$ cat src/rtl/ldm_pkg.sv
// Shared constants and FSM state type for the LED dot-matrix row scanner.
package ldm_pkg;

  localparam int unsigned LDM_ROWS   = 16;
  localparam int unsigned LDM_LINE_W = 16;
  localparam int unsigned ROW_W      = $clog2(LDM_ROWS);
  localparam int unsigned BIT_W      = $clog2(LDM_LINE_W);

  typedef enum logic [2:0] {
    StIdle,
    StAddr,
    StCapture,
    StShift,
    StLatch,
    StShow
  } ldm_state_e;

endpackage

$ cat src/rtl/ldm_scan_if.sv
// Scanner-side bundle: line-buffer lookup plus the column/row panel drive.
interface ldm_scan_if;
  import ldm_pkg::*;

  logic                  enable;
  logic [ROW_W-1:0]      ldm_addr;
  logic [LDM_LINE_W-1:0] ldm_line_data;
  logic                  ldm_sdi;
  logic                  ldm_sclk;
  logic                  ldm_latch;
  logic                  ldm_oe_n;
  logic [ROW_W-1:0]      row_sel;
  logic                  frame_done;

  modport master (
    input  enable, ldm_line_data,
    output ldm_addr, ldm_sdi, ldm_sclk, ldm_latch, ldm_oe_n, row_sel, frame_done
  );

  modport slave (
    output enable, ldm_line_data,
    input  ldm_addr, ldm_sdi, ldm_sclk, ldm_latch, ldm_oe_n, row_sel, frame_done
  );

endinterface

$ cat src/rtl/ldm_sclk_gen.sv
// Column shift-clock divider: SCLK low for the first half of each bit, high for the second.
module ldm_sclk_gen #(
  parameter int unsigned CLK_DIV = 4
) (
  input  logic clk,
  input  logic rst,
  input  logic i_run,
  output logic o_sclk,
  output logic o_bit_done
);

  localparam int unsigned DivW = $clog2(CLK_DIV);
  localparam logic [DivW-1:0] DivLast = DivW'(CLK_DIV - 1);
  localparam logic [DivW-1:0] DivHalf = DivW'(CLK_DIV / 2);

  logic [DivW-1:0] r_div;
  logic [DivW-1:0] w_div_nxt;
  logic            r_sclk;

  always_comb begin
    w_div_nxt = '0;
    if (i_run && (r_div != DivLast)) begin
      w_div_nxt = r_div + 1'b1;
    end
  end

  // SCLK is registered from the next divider value so it lines up with r_div.
  always_ff @(posedge clk or posedge rst) begin
    if (rst) begin
      r_div  <= '0;
      r_sclk <= 1'b0;
    end else begin
      r_div  <= w_div_nxt;
      r_sclk <= i_run && (w_div_nxt >= DivHalf);
    end
  end

  assign o_sclk     = r_sclk;
  assign o_bit_done = i_run && (r_div == DivLast);

endmodule

$ cat src/rtl/ldm_scan.sv
// Row scanner: fetch a line, shift it out LSB first, latch it, then light the row for DWELL cycles.
module ldm_scan
  import ldm_pkg::*;
#(
  parameter int unsigned CLK_DIV = 4,
  parameter int unsigned DWELL   = 1000
) (
  input  logic             clk,
  input  logic             rst,
  ldm_scan_if.master       io_ldm
);

  localparam int unsigned DwellW = (DWELL > 1) ? $clog2(DWELL) : 1;
  localparam logic [DwellW-1:0] DwellLast = DwellW'(DWELL - 1);
  localparam logic [BIT_W-1:0]  BitLast   = BIT_W'(LDM_LINE_W - 1);
  localparam logic [ROW_W-1:0]  RowLast   = ROW_W'(LDM_ROWS - 1);

  ldm_state_e            r_state;
  logic [ROW_W-1:0]      r_row;
  logic [BIT_W-1:0]      r_bit;
  logic [DwellW-1:0]     r_dwell;
  logic [LDM_LINE_W-1:0] r_shift;
  logic [ROW_W-1:0]      r_addr;
  logic [ROW_W-1:0]      r_row_sel;
  logic                  r_latch;
  logic                  r_oe_n;
  logic                  r_frame_done;
  logic                  w_sclk;
  logic                  w_bit_done;

  ldm_sclk_gen #(
    .CLK_DIV (CLK_DIV)
  ) u_sclk_gen (
    .clk        (clk),
    .rst        (rst),
    .i_run      (r_state == StShift),
    .o_sclk     (w_sclk),
    .o_bit_done (w_bit_done)
  );

  always_ff @(posedge clk or posedge rst) begin
    if (rst) begin
      r_state      <= StIdle;
      r_row        <= '0;
      r_bit        <= '0;
      r_dwell      <= '0;
      r_shift      <= '0;
      r_addr       <= '0;
      r_row_sel    <= '0;
      r_latch      <= 1'b0;
      r_oe_n       <= 1'b1;
      r_frame_done <= 1'b0;
    end else begin
      r_latch      <= 1'b0;
      r_frame_done <= 1'b0;
      case (r_state)
        StIdle: begin
          if (io_ldm.enable) begin
            r_row   <= '0;
            r_addr  <= '0;
            r_state <= StAddr;
          end
        end
        StAddr: r_state <= StCapture;
        StCapture: begin
          r_shift <= io_ldm.ldm_line_data;
          r_bit   <= '0;
          r_state <= StShift;
        end
        StShift: begin
          if (w_bit_done) begin
            if (r_bit == BitLast) begin
              r_latch   <= 1'b1;
              r_row_sel <= r_row;
              r_state   <= StLatch;
            end else begin
              r_bit   <= r_bit + 1'b1;
              r_shift <= r_shift >> 1;
            end
          end
        end
        StLatch: begin
          r_oe_n  <= 1'b0;
          r_dwell <= '0;
          r_state <= StShow;
        end
        StShow: begin
          if (r_dwell == DwellLast) begin
            r_oe_n       <= 1'b1;
            r_row        <= r_row + 1'b1;
            r_frame_done <= (r_row == RowLast);
            if (io_ldm.enable) begin
              r_addr  <= r_row + 1'b1;
              r_state <= StAddr;
            end else begin
              r_state <= StIdle;
            end
          end else begin
            r_dwell <= r_dwell + 1'b1;
          end
        end
        default: r_state <= StIdle;
      endcase
    end
  end

  assign io_ldm.ldm_addr   = r_addr;
  assign io_ldm.ldm_sdi    = r_shift[0];
  assign io_ldm.ldm_sclk   = w_sclk;
  assign io_ldm.ldm_latch  = r_latch;
  assign io_ldm.ldm_oe_n   = r_oe_n;
  assign io_ldm.row_sel    = r_row_sel;
  assign io_ldm.frame_done = r_frame_done;

endmodule

$ cat src/flat_wrapper.sv
// flat-port wrapper written by rule: the top's interface ports become plain ports
module ldm_scan_flat import ldm_pkg::*;
#(
  parameter int unsigned CLK_DIV = 4,
  parameter int unsigned DWELL   = 1000
)
  (clk, rst, io_ldm_enable, io_ldm_ldm_line_data, io_ldm_ldm_addr, io_ldm_ldm_sdi, io_ldm_ldm_sclk, io_ldm_ldm_latch, io_ldm_ldm_oe_n, io_ldm_row_sel, io_ldm_frame_done);
  ldm_scan_if io_ldm_i ();
  input  logic clk;
  input  logic rst;
  input wire logic [$bits(io_ldm_i.enable)-1:0] io_ldm_enable;
  input wire logic [$bits(io_ldm_i.ldm_line_data)-1:0] io_ldm_ldm_line_data;
  output wire logic [$bits(io_ldm_i.ldm_addr)-1:0] io_ldm_ldm_addr;
  output wire logic [$bits(io_ldm_i.ldm_sdi)-1:0] io_ldm_ldm_sdi;
  output wire logic [$bits(io_ldm_i.ldm_sclk)-1:0] io_ldm_ldm_sclk;
  output wire logic [$bits(io_ldm_i.ldm_latch)-1:0] io_ldm_ldm_latch;
  output wire logic [$bits(io_ldm_i.ldm_oe_n)-1:0] io_ldm_ldm_oe_n;
  output wire logic [$bits(io_ldm_i.row_sel)-1:0] io_ldm_row_sel;
  output wire logic [$bits(io_ldm_i.frame_done)-1:0] io_ldm_frame_done;
  assign io_ldm_i.enable = io_ldm_enable;
  assign io_ldm_i.ldm_line_data = io_ldm_ldm_line_data;
  assign io_ldm_ldm_addr = io_ldm_i.ldm_addr;
  assign io_ldm_ldm_sdi = io_ldm_i.ldm_sdi;
  assign io_ldm_ldm_sclk = io_ldm_i.ldm_sclk;
  assign io_ldm_ldm_latch = io_ldm_i.ldm_latch;
  assign io_ldm_ldm_oe_n = io_ldm_i.ldm_oe_n;
  assign io_ldm_row_sel = io_ldm_i.row_sel;
  assign io_ldm_frame_done = io_ldm_i.frame_done;
  ldm_scan #(.CLK_DIV(CLK_DIV), .DWELL(DWELL)) u_core (.clk(clk), .rst(rst), .io_ldm(io_ldm_i));
endmodule
$ cat config.mk
export PLATFORM = sky130hd
export DESIGN_NAME = ldm_scan_flat
export DESIGN_NICKNAME = d
export VERILOG_FILES = /design/src/rtl/ldm_pkg.sv /design/src/rtl/ldm_scan_if.sv /design/src/rtl/ldm_sclk_gen.sv /design/src/rtl/ldm_scan.sv /design/src/flat_wrapper.sv
export SDC_FILE = /design/constraint.sdc
export NUM_CORES = 1
export LEC_CHECK = 0
export BUFFER_PORTS_ARGS = -buffer_cell sky130_fd_sc_hd__clkbuf_2
export CAP_MARGIN = 20
export CORE_MARGIN = 8
export CORE_UTILIZATION = 44
export CTS_CLUSTER_SIZE = 12
export DETAILED_ROUTE_END_ITERATION = 8
export HOLD_SLACK_MARGIN = 0.06
export PLACE_DENSITY = 0.66
export SETUP_SLACK_MARGIN = 0.15
export SKIP_LAST_GASP = 1
export SLEW_MARGIN = 15
export SYNTH_ARGS = -nofsm -noshare
export SYNTH_HDL_FRONTEND = slang
export SYNTH_SLANG_ARGS = --single-unit
$ cat constraint.sdc
create_clock -name clk -period 5.75 [get_ports clk]
set_clock_uncertainty 0.15 [all_clocks]
set_input_delay 0.575 -clock clk [delete_from_list [all_inputs] [get_ports clk]]
set_output_delay 0.575 -clock clk [all_outputs]
set_load 0.005 [all_outputs]
==> results.md, run 1 <==
- Status: completed
- Initial antenna violation count: 0
- Slew Limit Headroom: 38.36%
- Sequential area share after synthesis: 50.37%
- Inst Count DP: 324
- Ordered list of cells on the worst path: nand3b_1 > nor3_1 > mux2_2
- Fin crit period: 2994 ps
- Share of layout cells above drive strength 1: 32.95%
- Root buffer cell: clkbuf_8
- Worst EP arrival: 3030 ps
- Syn_nets: 256
- Post-DRT Antenna Nets: 0
- WP buf/inv: 0
- Hold Path Class: in -> async
- Pin count of the biggest net entering global routing: 52
- Final setup vio count: 0
- Period utilization: 52.07%
- Core footprint: 0.005540 mm2
- Setup CP Type: reg -> reg
- DRC viols: 0
- Number of enable flip-flop cells after synthesis: 0
- Clock buffer count from CTS: 5
- CTS tree: yes
- PnR worst setup slack: 2756 ps
- H-Tree Depth: 2
- Router iterations before antenna repair: 4
- Die width: 91.92 um
- Detailed Place HPWL: 3.372 mm
- Via count: 1774
- Worst setup EP type: register
- First-pass GRT wire length: 8.583 mm
- Drt wl/cell: 14.67 um
- Number of post-CTS setup repair buffers: 0
- Pleak: 0.001350 uW
- Synthesized cell area: 0.002536 mm2
- Syn_area_per_cell: 10.88 um2
- Clk_lat worst skew: 300 ps
- Post-synthesis cell type count: 40
- Grt total ovfl: 0
- Post-cts resize count: 0
- Initial core utilization: 45.78%
- CP Max Fanout: 22
- CTS clk-pin slew, worst paths: 90 ps
- XOR/XNOR share of the synthesized area: 0.6907%
- Critical path's slowest cell: nor3_1
- Final Hold Fails: 0
- Compound-cell area share of the yosys netlist: 8.239%
- Max Cap Viol: 0
- Adder-Cell Fraction of Synth Area: 1.973%
- Asr flop ratio synth: 100.0%
- All-Layer GR Usage: 12.35%
- CP peak stage delay: 830 ps
- Post-CTS Hold Buffers: 0
- Die ar.: 0.008449 mm2
- IO Port Bufs: 31
- Worst Setup Start Kind: register
- CTS Buffer Depth: 2
- GPL Wtd Cong: 0.7478
- Site Rows: 27
- RSZ-0062 raised after global routing: false
- Post-route insts no fill: 330
- Main combinational cell family by area after synthesis: multiplexers
- Top FF cell, synth: dfrtp_1
- Req. time, crit path: 5780 ps
- Pins Over Slew Limit: 0
- Clock sinks: 51
- N_diodes: 0
- Yosys Warn Count: 0
- Vias per cell: 5.376
- FMAX: 334.0 MHz
- Yosys reg bits: 51
- Peak supply drop: 138.8 uV
- Initial DRC Count: 60
- Total power draw: 569.5 uW
- Worst Tran Pin Value: 921.8 ps
- Die height: 91.92 um
- Number of global-route vias before repair: 1858
- Synth Area in Simple Gates: 14.85%
- CP delay by family, top: simple AND/OR/NAND/NOR gates
- Layout net count: 282
- Synth Instances: 233
- Mux contribution to synthesized area: 20.97%
- Pre-CTS WS: 2745 ps
- Total Wirelength: 4.840 mm
- Setup_tns: 0 ps
- IO Count: 32
- Layout area overhead: 10.71%
- Power Density: 202.8 mW/mm2
[sequential cells by signal (all words and copies together), names as in the netlist]
name	flops
u_core.r_shift	16
u_core.io_ldm.row_sel	4
u_core.r_bit	4
u_core.u_sclk_gen.o_sclk	1
u_core.r_row	4
u_core.io_ldm.frame_done	1
u_core.r_state	3
u_core.io_ldm.ldm_oe_n	1
u_core.u_sclk_gen.r_div	2
u_core.io_ldm.ldm_latch	1
u_core.io_ldm.ldm_addr	4
u_core.r_dwell	10
[worst paths after layout]
check / from / end / slack, ps / cells past startpoint
setup / recovery: u_core.r_state[0] / u_core.io_ldm.row_sel[3] / 2760 / 3
hold / removal: rst / u_core.io_ldm.row_sel[1] / 260 / 2
setup reg to reg: u_core.r_state[0] / u_core.io_ldm.row_sel[3] / 2760 / 3
hold reg to reg: u_core.u_sclk_gen.r_div[0] / u_core.u_sclk_gen.r_div[0] / 300 / 1
max in group asynchronous: rst / u_core.io_ldm.ldm_addr[1] / 4670 / 2
min in group clk: u_core.u_sclk_gen.r_div[0] / u_core.u_sclk_gen.r_div[0] / 300 / 1
[kinds of logic after synthesis]
kind of cell / after synthesis
simple gates: 76
flops: 51
mux: 48
compound gates: 33
buf+inv: 19
fa+ha+maj: 4
xor+xnor: 2
[report_power, final]
group          leakage [uW]  switching (uW)  internal, uW
clock network     0.0000371             111          81.5
registers          0.000659           0.730           360
logic              0.000653            9.62          6.82
[cells in the final DEF, fill, tap and decap left out, types with 5 or more instances in the layout]
cell	n
a21oi_1	8
clkbuf_2	31
clkbuf_8	5
dfrtp_1	50
inv_1	6
mux2_2	41
mux2i_1	7
nand2_1	21
nand3_1	10
nor2_1	16
nor3_1	10
o21ai_0	14
[layer usage]
| layer | vias up | share of wire (%) | GRT usage [%] |
|---|---|---|---|
| li1 | 875 | - | - |
| met1 | 863 | 48 | 15.15 |
| met2 | 32 | 46 | 19.90 |
| met3 | 4 | 4.6 | 3.667 |
| met4 | 0 | 1.1 | 4.832 |
| met5 | - | 0 | 0 |
[Yosys cell counts (2+ instances only)]
library cell,number,area [um2]
ha_1,4,50.05
inv_1,7,26.28
o21ai_0,14,70.07
buf_2,2,10.01
a21oi_1,8,40.04
nand2b_1,2,12.51
o32ai_1,2,17.52
and3_1,3,18.77
nand4_1,2,12.51
nand3_1,10,50.05
mux2i_1,7,70.07
nor2b_1,2,12.51
clkbuf_1,9,33.78
nor2_1,16,60.06
dfrtp_1,50,1251
nand2_1,21,78.83
nor3_1,10,50.05
nor3b_1,2,15.01
mux2_2,41,461.7
[metrics by stage]
step                hold WS [ps]  util, %  cell area [um2]
floorplan                  265.0        -             2536
global placement           282.3    49.35             2734
detailed placement         297.8    49.35             2734
CTS                        310.5    50.65             2806
global route               320.5    50.68             2808
finish                     256.5    50.68             2808
[final cells by class]
type                       count  area [um2]
fill                         508        2733
sequential                    51        1277
multi-input combinational    163        1185
timing repair buffer          31       155.1
tap                           72       90.09
clock buffer                   6       72.57
inverter                       7       27.53
(Power assumes the default switching activity.)
==> run 2: changes to the inputs <==
PLACE_DENSITY = 0.69   (was 0.66)
clock period = 2.49 ns   (was 5.75 ns; I/O delays follow)
==> run 2 against run 1 <==
Register-to-register slack got worse by 2500 ps. Clock power increased by 140%. Wire length is 1.7% higher. First-iteration DRC count up 95%. Count of clock-buffer cells in the layout stayed put. Die area stayed put. Sequential power up 130%. Hold slack got worse by 120 ps. Global-route usage rose by 0.23 points. Setup slack worse by 2500 ps. Design area rose by 4.2%. Final cell count increased by 4.2%. Largest cell class unchanged. Highest routed layer unchanged.
==> results.md, run 2 (synthesis gave the netlist of run 1 again) <==
- Filler instances: 491
- CTS clk-pin slew, worst paths: 90 ps
- Layout area overhead: 15.39%
- Drt wl/cell: 14.31 um
- Slew Limit Headroom: 67.06%
- Most common cell after layout, fill and taps aside: dfrtp_1
- RSZ-0062 raised after global routing: false
- Number of global-route vias before repair: 1900
- Largest Register: u_core.r_shift
- FF+latch area: 0.001277 mm2
- Via count: 1835
- Post-cts resize count: 0
- Clock buffer count from CTS: 5
- Core footprint: 0.005540 mm2
- Initial core utilization: 45.78%
- CP delay by family, top: simple AND/OR/NAND/NOR gates
- Fin crit period: 2267 ps
- Die ar.: 0.008449 mm2
- Period utilization: 91.05%
- Worst R2R End: u_core.r_row[1]
- Detailed Place HPWL: 3.590 mm
- Multi-input gate area: 0.001185 mm2
- IO Count: 32
- Die width: 91.92 um
- N_diodes: 0
- Peak supply drop: 355.5 uV
- Vias per cell: 5.334
- Hold Path Class: in -> reg
- CP peak stage delay: 550 ps
- Max Cap Viol: 0
- Share of layout cells above drive strength 1: 35.66%
- Status: completed
- Grt total ovfl: 0
- H-Tree Depth: 2
- WP buf/inv: 0
- Worst Tran Pin Value: 490.3 ps
- Largest regs: u_core.r_shift: 16 flops, u_core.r_dwell: 10 flops
- Die height: 91.92 um
- Most frequent cells in the layout: dfrtp_1, mux2_2, clkbuf_2, nand2_1, nor2_1
- Pins Over Slew Limit: 0
- Router iterations before antenna repair: 4
- Worst Hold Margin: 140.0 ps
- IO Port Bufs: 31
- Hold Path Stages: 4
- Inst Count DP: 334
- Req. time, crit path: 2530 ps
- Pleak: 0.001414 uW
- R2R depth: 4
- Worst Setup Start Kind: register
- Worst r2r src: u_core.r_dwell[4]
- All-Layer GR Usage: 12.58%
- Ordered list of cells on the worst path: or3b_4 > or4_4 > a21oi_4 > mux2_2
- First-pass GRT wire length: 8.804 mm
- GPL Wtd Cong: 0.7853
- Post-DRT Antenna Nets: 0
- Pin count of the biggest net entering global routing: 52
- HP Start: io_ldm_ldm_line_data[14]
- CP Max Fanout: 7
- Worst EP arrival: 2300 ps
- Root buffer cell: clkbuf_8
- Setup_tns: 0 ps
- Hold endpoint: u_core.r_shift[14]
- Layout net count: 294
- CTS tree: yes
- Clk_lat worst skew: 300 ps
- R2R setup slack: 220 ps
- Final Hold Fails: 0
- CTS Buffer Depth: 2
- Clock sinks: 51
- Setup CP Type: reg -> reg
- DRC viols: 0
- Largest register FFs: 16
- Critical path's slowest cell: or4_4
- Worst setup EP type: register
- Post-route insts no fill: 344
- Power Density: 458.6 mW/mm2
- FMAX: 441.1 MHz
- Final setup vio count: 0
- Initial antenna violation count: 0
- Site Rows: 27
- Total Wirelength: 4.922 mm
- Initial DRC Count: 117
[run 2: cell count changes in the layout (fill, tap and decap cells not counted)]
| cell | delta |
|---|---|
| dlygate4sd3_1 | +2 |
| clkinvlp_4 | +1 |
| buf_12 | +1 |
| buf_4 | +9 |
| inv_2 | +1 |
[run 2: per-stage QoR]
stage | setup WS, ps | utilization, % | instance area (um2) | total power [uW]
5_1_grt | 153.4 | 52.82 | 2927 | 1396
3_3_place_gp | 292.2 | 50.93 | 2821 | 892.8
6_report | 222.8 | 52.82 | 2927 | 1342
4_1_cts | 222.5 | 52.82 | 2927 | 1364
3_5_place_dp | 254.2 | 50.93 | 2821 | 892.8
2_1_floorplan | 348.4 | - | 2536 | 867.9
[run 2: repair_timing]
item	4_1_cts	5_1_grt
hold endpoints to repair	51	0
buffers inserted	0	0
hold buffers	2	0
[run 2: final cells by class]
class | instances | share of cell area (%)
Multi-Input combinational cell | 163 | 40.49
Clock buffer | 6 | 2.480
Inverter | 7 | 0.8978
Timing Repair Buffer | 43 | 8.978
Tap cell | 72 | 3.078
Sequential cell | 51 | 43.65
Clock inverter | 2 | 0.4275
[run 2: how the worst max path moves through the flow]
stage	cells after the start	endpoint	slack, ps	startpoint
after floorplan	4	u_core.r_row[0]	350	u_core.r_dwell[4]
after global placement	4	u_core.r_row[0]	290	u_core.r_dwell[4]
after detailed placement	4	u_core.r_row[1]	250	u_core.r_dwell[4]
after CTS	4	u_core.r_row[1]	220	u_core.r_dwell[4]
after global routing	5	u_core.r_row[1]	150	u_core.r_dwell[0]
final	4	u_core.r_row[1]	220	u_core.r_dwell[4]
[run 2: where the power goes]
part           switching, uW  internal (uW)  total, uW  leakage [uW]
logic                   22.6           21.0       43.6      0.000714
clock network            268            197        465     0.0000412
registers               1.76            831        833      0.000659
total                    293           1050       1340       0.00141
[run 2: tightest hold or removal path: stages]
cell	delay, ps
clkbuf_2	80
nand2_1	40
o21ai_0	60
mux2_2	140
[run 2: per-layer routing]
layer  track usage [%]  part of all wire, %  up-vias
met3             3.749                  5.7        5
met4             4.966                  1.2        0
met1             15.33                   45      886
met2             20.38                   49       44
met5                 0                    0        -
li1                  -                    -      900
